$ cat config.mk
export PLATFORM = sky130hd
export DESIGN_NAME = controlador_de_acesso_flat
export DESIGN_NICKNAME = d
export VERILOG_FILES = /design/src/rtl/controlador_de_acesso_pkg.sv /design/src/rtl/controlador_de_acesso_if.sv /design/src/rtl/controlador_de_acesso_contador.sv /design/src/rtl/controlador_de_acesso.sv /design/src/flat_wrapper.sv
export SDC_FILE = /design/constraint.sdc
export NUM_CORES = 1
export LEC_CHECK = 0
export BUFFER_PORTS_ARGS = -buffer_cell sky130_fd_sc_hd__buf_2
export CORE_ASPECT_RATIO = 0.9
export CORE_MARGIN = 5
export CORE_UTILIZATION = 30
export CTS_BUF_LIST = sky130_fd_sc_hd__clkbuf_4
export DETAILED_ROUTE_END_ITERATION = 7
export GPL_ROUTABILITY_DRIVEN = 1
export GPL_TIMING_DRIVEN = 1
export HOLD_SLACK_MARGIN = 0.12
export PLACE_DENSITY = 0.54
export RECOVER_POWER = 50
export SETUP_SLACK_MARGIN = 0.1
export SYNTH_ARGS = -nofsm -noshare
export SYNTH_HDL_FRONTEND = slang
export SYNTH_SLANG_ARGS = --single-unit
$ cat constraint.sdc
create_clock -name clk -period 2.3 [get_ports clk]
set_input_delay 0.345 -clock clk [delete_from_list [all_inputs] [get_ports clk]]
set_output_delay 0.345 -clock clk [all_outputs]
set_load 0.05 [all_outputs]
$ cat src/rtl/controlador_de_acesso_pkg.sv
// Shared definitions for the access session controller: state encodings,
// code width and the "no user / no function" code constants.
package controlador_de_acesso_pkg;

    localparam int CODE_W = 3;

    typedef logic [CODE_W-1:0] codigo_t;

    localparam codigo_t USER_NONE = 3'b000;
    localparam codigo_t FUNC_NONE = 3'b000;

    localparam logic [2:0] ST_IDLE   = 3'd0;
    localparam logic [2:0] ST_ACTIVE = 3'd1;
    localparam logic [2:0] ST_CHECK  = 3'd2;
    localparam logic [2:0] ST_GRANT  = 3'd3;
    localparam logic [2:0] ST_DENY   = 3'd4;
    localparam logic [2:0] ST_LOCKED = 3'd5;

    typedef enum logic [2:0] {
        S_IDLE   = ST_IDLE,
        S_ACTIVE = ST_ACTIVE,
        S_CHECK  = ST_CHECK,
        S_GRANT  = ST_GRANT,
        S_DENY   = ST_DENY,
        S_LOCKED = ST_LOCKED
    } estado_t;

endpackage

$ cat src/rtl/controlador_de_acesso_if.sv
// Permission-check bus between the session controller (master) and the
// combinational permission verifier (slave).
interface controlador_de_acesso_if;
    import controlador_de_acesso_pkg::*;

    codigo_t chk_user;
    codigo_t chk_func;
    codigo_t chk_result;

    modport master (
        output chk_user,
        output chk_func,
        input  chk_result
    );

    modport slave (
        input  chk_user,
        input  chk_func,
        output chk_result
    );

endinterface

$ cat src/rtl/controlador_de_acesso_contador.sv
// contador_regressivo: loadable down-counter that stops at zero and flags it.
module contador_regressivo #(
    parameter int W = 8
) (
    input  logic         clk,
    input  logic         reset_n,
    input  logic         load,
    input  logic [W-1:0] load_val,
    input  logic         en,
    output logic         zero
);

    logic [W-1:0] count;

    always_ff @(posedge clk or negedge reset_n) begin
        if (!reset_n) begin
            count <= '0;
        end else if (load) begin
            count <= load_val;
        end else if (en && (count != '0)) begin
            count <= count - 1'b1;
        end
    end

    assign zero = (count == '0);

endmodule

$ cat src/rtl/controlador_de_acesso.sv
// Session controller: login, per-request permission check, timed grant window,
// inactivity timeout and lockout after repeated denials.
module controlador_de_acesso
    import controlador_de_acesso_pkg::*;
#(
    parameter int HOLD_CYCLES    = 8,
    parameter int TIMEOUT_CYCLES = 1000,
    parameter int MAX_DENIALS    = 3,
    parameter int LOCK_CYCLES    = 64
) (
    input  logic    clk,
    input  logic    reset_n,
    input  logic    login_valid,
    input  codigo_t login_user,
    input  logic    func_valid,
    input  codigo_t func_req,
    input  logic    logout,
    controlador_de_acesso_if.master chk,
    output logic    session_active,
    output codigo_t cur_user,
    output logic    busy,
    output logic    func_grant_valid,
    output codigo_t func_grant,
    output logic    func_denied,
    output logic    locked
);

    localparam int HOLD_W = $clog2(HOLD_CYCLES + 1);
    localparam int IDLE_W = $clog2(TIMEOUT_CYCLES + 1);
    localparam int LOCK_W = $clog2(LOCK_CYCLES + 1);
    localparam int DEN_W  = $clog2(MAX_DENIALS + 1);

    localparam logic [HOLD_W-1:0] HOLD_LOAD = HOLD_W'(HOLD_CYCLES - 1);
    localparam logic [IDLE_W-1:0] IDLE_LOAD = IDLE_W'(TIMEOUT_CYCLES - 1);
    localparam logic [LOCK_W-1:0] LOCK_LOAD = LOCK_W'(LOCK_CYCLES - 1);
    localparam logic [DEN_W-1:0]  DEN_MAX   = DEN_W'(MAX_DENIALS);

    estado_t state, state_nxt;

    logic hold_load, hold_en, hold_zero;
    logic idle_load, idle_en, idle_zero;
    logic lock_load, lock_en, lock_zero;

    logic login_acc, func_acc, grant_acc, deny_acc;

    logic [DEN_W-1:0] deny_cnt;

    contador_regressivo #(.W(HOLD_W)) u_hold (
        .clk      (clk),
        .reset_n  (reset_n),
        .load     (hold_load),
        .load_val (HOLD_LOAD),
        .en       (hold_en),
        .zero     (hold_zero)
    );

    contador_regressivo #(.W(IDLE_W)) u_idle (
        .clk      (clk),
        .reset_n  (reset_n),
        .load     (idle_load),
        .load_val (IDLE_LOAD),
        .en       (idle_en),
        .zero     (idle_zero)
    );

    contador_regressivo #(.W(LOCK_W)) u_lock (
        .clk      (clk),
        .reset_n  (reset_n),
        .load     (lock_load),
        .load_val (LOCK_LOAD),
        .en       (lock_en),
        .zero     (lock_zero)
    );

    always_ff @(posedge clk or negedge reset_n) begin
        if (!reset_n) begin
            state <= S_IDLE;
        end else begin
            state <= state_nxt;
        end
    end

    // Each timed state loads its counter with (length-1) on entry and leaves
    // once the counter has run down to zero.
    always_comb begin
        state_nxt        = state;
        hold_load        = 1'b0;
        hold_en          = 1'b0;
        idle_load        = 1'b0;
        idle_en          = 1'b0;
        lock_load        = 1'b0;
        lock_en          = 1'b0;
        login_acc        = 1'b0;
        func_acc         = 1'b0;
        grant_acc        = 1'b0;
        deny_acc         = 1'b0;
        session_active   = 1'b0;
        busy             = 1'b0;
        func_grant_valid = 1'b0;
        func_denied      = 1'b0;
        locked           = 1'b0;

        case (state)
            S_IDLE: begin
                if (login_valid && (login_user != USER_NONE)) begin
                    state_nxt = S_ACTIVE;
                    login_acc = 1'b1;
                    idle_load = 1'b1;
                end
            end
            S_ACTIVE: begin
                session_active = 1'b1;
                if (logout) begin
                    state_nxt = S_IDLE;
                end else if (func_valid && (func_req != FUNC_NONE)) begin
                    state_nxt = S_CHECK;
                    func_acc  = 1'b1;
                end else if (idle_zero) begin
                    state_nxt = S_IDLE;
                end else begin
                    idle_en = 1'b1;
                end
            end
            S_CHECK: begin
                session_active = 1'b1;
                busy           = 1'b1;
                if (logout) begin
                    state_nxt = S_IDLE;
                end else if (chk.chk_result != FUNC_NONE) begin
                    state_nxt = S_GRANT;
                    grant_acc = 1'b1;
                    hold_load = 1'b1;
                end else begin
                    state_nxt = S_DENY;
                    deny_acc  = 1'b1;
                end
            end
            S_GRANT: begin
                session_active   = 1'b1;
                busy             = 1'b1;
                func_grant_valid = 1'b1;
                if (logout) begin
                    state_nxt = S_IDLE;
                end else if (hold_zero) begin
                    state_nxt = S_ACTIVE;
                    idle_load = 1'b1;
                end else begin
                    hold_en = 1'b1;
                end
            end
            S_DENY: begin
                session_active = 1'b1;
                busy           = 1'b1;
                func_denied    = 1'b1;
                if (deny_cnt == DEN_MAX) begin
                    state_nxt = S_LOCKED;
                    lock_load = 1'b1;
                end else begin
                    state_nxt = S_ACTIVE;
                    idle_load = 1'b1;
                end
            end
            S_LOCKED: begin
                busy   = 1'b1;
                locked = 1'b1;
                if (lock_zero) begin
                    state_nxt = S_IDLE;
                end else begin
                    lock_en = 1'b1;
                end
            end
            default: begin
                state_nxt = S_IDLE;
            end
        endcase
    end

    // Session registers: cleared whenever the session ends (logout, timeout, lockout).
    always_ff @(posedge clk or negedge reset_n) begin
        if (!reset_n) begin
            cur_user     <= USER_NONE;
            chk.chk_user <= USER_NONE;
            chk.chk_func <= FUNC_NONE;
            func_grant   <= FUNC_NONE;
            deny_cnt     <= '0;
        end else begin
            if ((state_nxt == S_IDLE) || (state_nxt == S_LOCKED)) begin
                cur_user     <= USER_NONE;
                chk.chk_user <= USER_NONE;
                chk.chk_func <= FUNC_NONE;
            end else if (login_acc) begin
                cur_user     <= login_user;
                chk.chk_user <= login_user;
            end else if (func_acc) begin
                chk.chk_func <= func_req;
            end

            if (grant_acc) begin
                func_grant <= chk.chk_result;
            end else if (state_nxt != S_GRANT) begin
                func_grant <= FUNC_NONE;
            end

            if (login_acc || grant_acc) begin
                deny_cnt <= '0;
            end else if (deny_acc && (deny_cnt != DEN_MAX)) begin
                deny_cnt <= deny_cnt + 1'b1;
            end
        end
    end

endmodule

$ cat src/flat_wrapper.sv
// flat-port wrapper written by rule: the top's interface ports become plain ports
module controlador_de_acesso_flat import controlador_de_acesso_pkg::*;
#(
    parameter int HOLD_CYCLES    = 8,
    parameter int TIMEOUT_CYCLES = 1000,
    parameter int MAX_DENIALS    = 3,
    parameter int LOCK_CYCLES    = 64
)
  (clk, reset_n, login_valid, login_user, func_valid, func_req, logout, session_active, cur_user, busy, func_grant_valid, func_grant, func_denied, locked, chk_chk_user, chk_chk_func, chk_chk_result);
  controlador_de_acesso_if chk_i ();
  input  logic clk;
  input  logic reset_n;
  input  logic login_valid;
  input  codigo_t login_user;
  input  logic func_valid;
  input  codigo_t func_req;
  input  logic logout;
  output logic session_active;
  output codigo_t cur_user;
  output logic busy;
  output logic func_grant_valid;
  output codigo_t func_grant;
  output logic func_denied;
  output logic locked;
  output wire logic [$bits(chk_i.chk_user)-1:0] chk_chk_user;
  output wire logic [$bits(chk_i.chk_func)-1:0] chk_chk_func;
  input wire logic [$bits(chk_i.chk_result)-1:0] chk_chk_result;
  assign chk_chk_user = chk_i.chk_user;
  assign chk_chk_func = chk_i.chk_func;
  assign chk_i.chk_result = chk_chk_result;
  controlador_de_acesso #(.HOLD_CYCLES(HOLD_CYCLES), .TIMEOUT_CYCLES(TIMEOUT_CYCLES), .MAX_DENIALS(MAX_DENIALS), .LOCK_CYCLES(LOCK_CYCLES)) u_core (.clk(clk), .reset_n(reset_n), .login_valid(login_valid), .login_user(login_user), .func_valid(func_valid), .func_req(func_req), .logout(logout), .chk(chk_i), .session_active(session_active), .cur_user(cur_user), .busy(busy), .func_grant_valid(func_grant_valid), .func_grant(func_grant), .func_denied(func_denied), .locked(locked));
endmodule
==> flow_summary.toml, run 1 <==
[floorplan]
core_sq_um = 6590
start_util_pct = 30.8
fp-row-count = 28
die_w_um = 96.6
die_area_sq_um = 8500
die_height_um = 88.0
io_pins = 31

[timing]
min_period_ps = 2100
final_hold_viol_count = 0
slew_headroom_pct = 39.0
skew_ps = 10.5
slew_violations = 0
tightest_slew_ps = 914
finalSetupTns_ps = 0
setup_viol = 0
grt_setup_unrepaired = "no"
fin_crit_sh_pct = 91.4
max_freq_mhz = 475

[clocking]
h-tree-depth = 2
numCtsBuffers = 5
cts.clk_slew.worst_paths_ps = 130
cts-root-buf = "clkbuf_4"
clkSinkCount = 35
clk_latency_ps = 340
cts_tree = "built"
max-clock-path-buffers = 2

[drt]
wl_per_cell_um = 14.2
route.met2.wl_um = 2190
drtIter0Drc = 62
remaining_drc_errors = 0
drt-total-wl_um = 4730
wirelength_met1_um = 2380
wl_met3_um = 137
num_vias = 1672
vias_per_cell = 5.02
highest_layer = "met4"
firstDrtPassIters = 4
ant_nets = 0

[synth]
ys_ff_latch = 35
yosysWarnings = 0
synth_area_per_cell_sq_um = 9.88
yosysSeqAreaShare_pct = 43.2
synth_nets = 223
synth_area_sq_um = 2030
yosys.cell_types.count = 49
synthCells = 205

[global_routing]
grt_pass1_vias = 1685
track_usage_pct = 11.8
antenna_found_initial = 0
grt.overflow.total = 0
grt_pass1_wl_um = 8280
grt_max_degree = 36

[place]
routabilityCongestion = 0.739
dp_cells = 322
dp_hpwl_um = 3460
port_buffers = 30

[power]
ir_worst_vdd_mv = 0.290
power.leakage_uw = 0.00106
p_per_area_nw_per_um2 = 877

[run_status]
status = "finished, final reports clean"

[critical_path]
slowest_delay_ps = 540
worstPathCellList = "or3b_2 > inv_1 > buf_2"
crit_slowest_cell = "or3b_2"
critPathRequiredTime_ps = 1960
cp-end-kind = "primary output"
arrival_ps = 1760
worstPathMaxFanout = 11
cp-start-kind = "flop"
critPathKind = "reg -> out"

[cells_and_area]
final_cell_mix = "dfrtp_1, buf_2, nand2_1, nor2_1, nor3_1"
layout_commonest_cell = "dfrtp_1"
drive_above_1_share_pct = 22.2
syn_to_final_growth_pct = 19.3
num_antenna_cells = 0
fin_util_pct = 36.7
finalNonFillerCells = 333
nets = 260

[flow_run]
drv_cap = 0

[hold_path]
hp-class = "in -> reg"
what timing repair did:
action,in CTS,in global routing
endpoints found under the setup margin,1,1
setup buffers,0,2
resized for setup,1,2
pin swaps,0,0
hold buffers,1,0
endpoints found under the hold margin,35,0
worst max-delay path, delay by kind of cell (launching register included):
kind                   cells  cell delay (ps)
buffers and inverters      2              380
flip-flops                 1              500
AND/OR/NAND/NOR            1              540
where the power goes:
part	internal (uW)	switching [uW]
Combinational	251	492
Sequential	706	95.7
Clock	338	237
Total	1290	825
cells by family after synthesis:
family	after synthesis	synth area share (%)
buffers and inverters	18	4.01
adder cells (fa/ha/maj)	4	2.47
AND/OR/NAND/NOR	89	27.5
AO/OA/AOI/OAI	41	14.4
multiplexers	9	4.45
XOR/XNOR	9	3.89
flip-flops	35	43.2
cell type report:
type / instances / area [sq um]
Tap cell: 90 / 113
Inverter: 7 / 26.3
Timing Repair Buffer: 41 / 225
Clock buffer: 5 / 37.5
Clock inverter: 3 / 67.6
Multi-Input combinational cell: 152 / 1070
Sequential cell: 35 / 880
Fill cell: 715 / 4170
path summary, 6_finish.rpt:
check / start / endpoint / slack, ps / cells after the start
hold / removal: chk_chk_result[2] / u_core.func_grant[2]$_DFFE_PN0P_ / 240 / 2
setup / recovery: u_core.state[0]$_DFF_PN0_ / func_denied / 200 / 3
setup reg to reg: u_core.u_lock.count[0]$_DFFE_PN0P_ / u_core.chk.chk_user[2]$_DFFE_PN0P_ / 300 / 6
min in group asynchronous: reset_n / u_core.u_idle.count[6]$_DFFE_PN0P_ / 650 / 2
max in group asynchronous: reset_n / u_core.state[2]$_DFF_PN0_ / 1020 / 2
hold reg to reg: u_core.u_lock.count[6]$_DFFE_PN0P_ / u_core.u_lock.count[6]$_DFFE_PN0P_ / 500 / 2
layer usage:
| layer | vias up | global-route usage, % |
|---|---|---|
| li1 | 848 | - |
| met1 | 800 | 16.3 |
| met2 | 22 | 19.1 |
| met3 | 2 | 2.79 |
| met4 | 0 | 2.30 |
| met5 | - | 0 |
through the flow:
stage	power [uW]	instance area, sq um	setup slack (ps)	hold WS, ps
after global placement	1560	2290	351	481
after CTS	2150	2410	139	230
after detailed placement	1560	2290	338	479
after floorplan	1370	2030	106	49.4
final	2120	2420	197	243
after global routing	2260	2420	107	227
flip-flops by register name (all words and copies together), names as in the netlist:
signal               cells
u_core.deny_cnt          2
u_core.chk.chk_func      3
u_core.u_hold.count      4
u_core.state             3
u_core.u_lock.count      7
u_core.u_idle.count     10
u_core.func_grant        3
u_core.chk.chk_user      3
cell usage after synthesis (all sizes together):
cell | number | area share, %
or3 | 7 | 2.3
and3 | 6 | 1.9
nor2 | 13 | 2.4
or4b | 2 | 0.99
nor3 | 11 | 2.7
nand4bb | 3 | 1.7
nand2 | 13 | 2.4
a21o | 1 | 0.37
o31ai | 3 | 1.1
and3b | 2 | 0.86
xnor2 | 3 | 1.3
nor3b | 1 | 0.37
nand4b | 1 | 0.43
o311ai | 1 | 0.43
a21oi | 3 | 0.74
o22ai | 5 | 1.5
or3b | 3 | 1.3
o21ai | 6 | 1.7
mux2i | 9 | 4.4
nor4bb | 2 | 0.99
ha | 4 | 2.5
nor4 | 4 | 1.2
a21boi | 4 | 1.5
o211ai | 6 | 2.2
o2111ai | 1 | 0.43
nand3 | 11 | 3.0
o31a | 1 | 0.43
nor4b | 2 | 1.9
nand4 | 2 | 0.62
nand2b | 1 | 0.31
buf | 8 | 2.2
xor2 | 6 | 2.6
a2bb2oi | 1 | 0.43
or4 | 4 | 1.7
a211oi | 5 | 1.9
clkbuf | 3 | 0.56
a22o | 3 | 1.3
dfrtp | 35 | 43
inv | 7 | 1.3
and4b | 1 | 0.49
a22oi | 1 | 0.37
(Power assumes the default switching activity.)
==> run 2: changes to the inputs <==
- CORE_MARGIN: 5 -> 2
==> flow_summary.toml, run 2 (synthesized netlist as in run 1, its figures left out) <==
[run_status]
status = "finished, final reports clean"

[drt]
drtIter0Drc = 66
wl_per_cell_um = 14.1
remaining_drc_errors = 0
num_vias = 1679
drt-total-wl_um = 4660
ant_nets = 0
vias_per_cell = 5.07
firstDrtPassIters = 4

[global_routing]
busiest_layer = "met2"
met2_usage_pct = 20.7
use_met3_pct = 3.21
antenna_found_initial = 0
grt_max_degree = 36
grt.overflow.total = 0
use_met1_pct = 18.8
track_usage_pct = 13.4
grt_pass1_vias = 1595
grt_pass1_wl_um = 7890

[place]
routabilityCongestion = 0.773
placed_area_sq_um = 2290
dp_hpwl_um = 3350
place_ws_ps = 331
port_buffers = 30

[floorplan]
core_sq_um = 6550
io_pins = 31
start_util_pct = 30.9
fp-row-count = 28
die_height_um = 82.0
die_area_sq_um = 7430
die_w_um = 90.6

[timing]
max_freq_mhz = 469
slew_violations = 0
skew_ps = 8.89
fin_ws_ps = 168
tightest_slew_ps = 906
slew_headroom_pct = 39.6
min_period_ps = 2130
final_hold_viol_count = 0
fin_crit_sh_pct = 92.7
grt_setup_unrepaired = "no"
finalSetupTns_ps = 0
setup_viol = 0
hold_ws_ps = 247

[cells_and_area]
syn_to_final_growth_pct = 17.4
num_antenna_cells = 0
final_cell_mix = "dfrtp_1, buf_2, nand2_1, nor2_1, nor3_1"
regMostFlops = "u_core.u_idle.count"
multi_input_area_sq_um = 1070
nets = 258
fillers = 696
drive_above_1_share_pct = 21.2
regArea_sq_um = 878
fin_area_sq_um = 2380
largest_register_ffs = 10
layout_commonest_cell = "dfrtp_1"
largest_registers = "u_core.u_idle.count (10), u_core.u_lock.count (7), u_core.u_hold.count (4)"

[critical_path]
cp-start-kind = "flop"
worstPathMaxFanout = 14
critPathKind = "reg -> out"
cp-end-kind = "primary output"
arrival_ps = 1790
critPathRequiredTime_ps = 1960

[power]
p_per_area_nw_per_um2 = 829
power.leakage_uw = 0.00104
ir_worst_vdd_mv = 0.279

[clocking]
cts-root-buf = "clkbuf_4"
post-cts-setup-buffers = 0
h-tree-depth = 2
max-clock-path-buffers = 2
clkSinkCount = 35
numCtsBuffers = 5
cts.clk_slew.worst_paths_ps = 110
cts_tree = "built"
clk_latency_ps = 340

[hold_path]
hp-class = "in -> reg"

[flow_run]
drv_cap = 0
-- run 2: layout make-up --
type / count / area share (%)
flip-flops and latches: 35 / 36.9
clock buffers: 5 / 1.58
multi-input cells: 152 / 45.2
well taps: 90 / 4.74
clock inverters: 3 / 1.63
inverters: 7 / 1.11
repair buffers: 39 / 8.84
-- run 2: worst max-delay path: stages (launching register included) --
cell and delay, ps:
dfrtp_2 540, or3b_2 520, inv_1 110, buf_2 270
-- run 2: power by group --
part / switching, uW / internal (uW)
Clock: 215 / 224
Sequential: 94.3 / 704
Combinational: 490 / 245
-- run 2: path summary, 6_finish.rpt --
path                                                     from                                  to  slack, ps  depth (start not counted)
max                                 u_core.state[2]$_DFF_PN0_                         func_denied        170                          3
min                                         chk_chk_result[0]    u_core.func_grant[0]$_DFFE_PN0P_        250                          2
max reg2reg                u_core.u_idle.count[2]$_DFFE_PN0P_  u_core.u_idle.count[8]$_DFFE_PN0P_        320                          4
min reg2reg                u_core.u_lock.count[6]$_DFFE_PN0P_  u_core.u_lock.count[6]$_DFFE_PN0P_        500                          2
max in group asynchronous                             reset_n           u_core.state[2]$_DFF_PN0_       1030                          2
min in group asynchronous                             reset_n  u_core.u_hold.count[2]$_DFFE_PN0P_        650                          2
-- run 2: through the flow --
| step | util [%] | cells | power [uW] |
|---|---|---|---|
| after floorplan | - | 205 | 1370 |
| after CTS | 36.3 | 331 | 2000 |
| after global routing | 36.3 | 331 | 2110 |
| final | 36.3 | 331 | 1970 |
| after detailed placement | 35.0 | 322 | 1550 |
| after global placement | 35.0 | 322 | 1540 |
-- run 2: per-layer routing --
metal | wire [um] | vias up
met2 | 2090 | 21
met3 | 157 | 2
li1 | - | 847
met1 | 2390 | 809
met5 | 0 | -
met4 | 19 | 0
-- run 2: timing repair --
item	CTS	global route
gates resized for setup	1	2
gates cloned	0	0
endpoints found under the setup margin	1	5
hold endpoints to repair	35	0
hold buffers	1	0
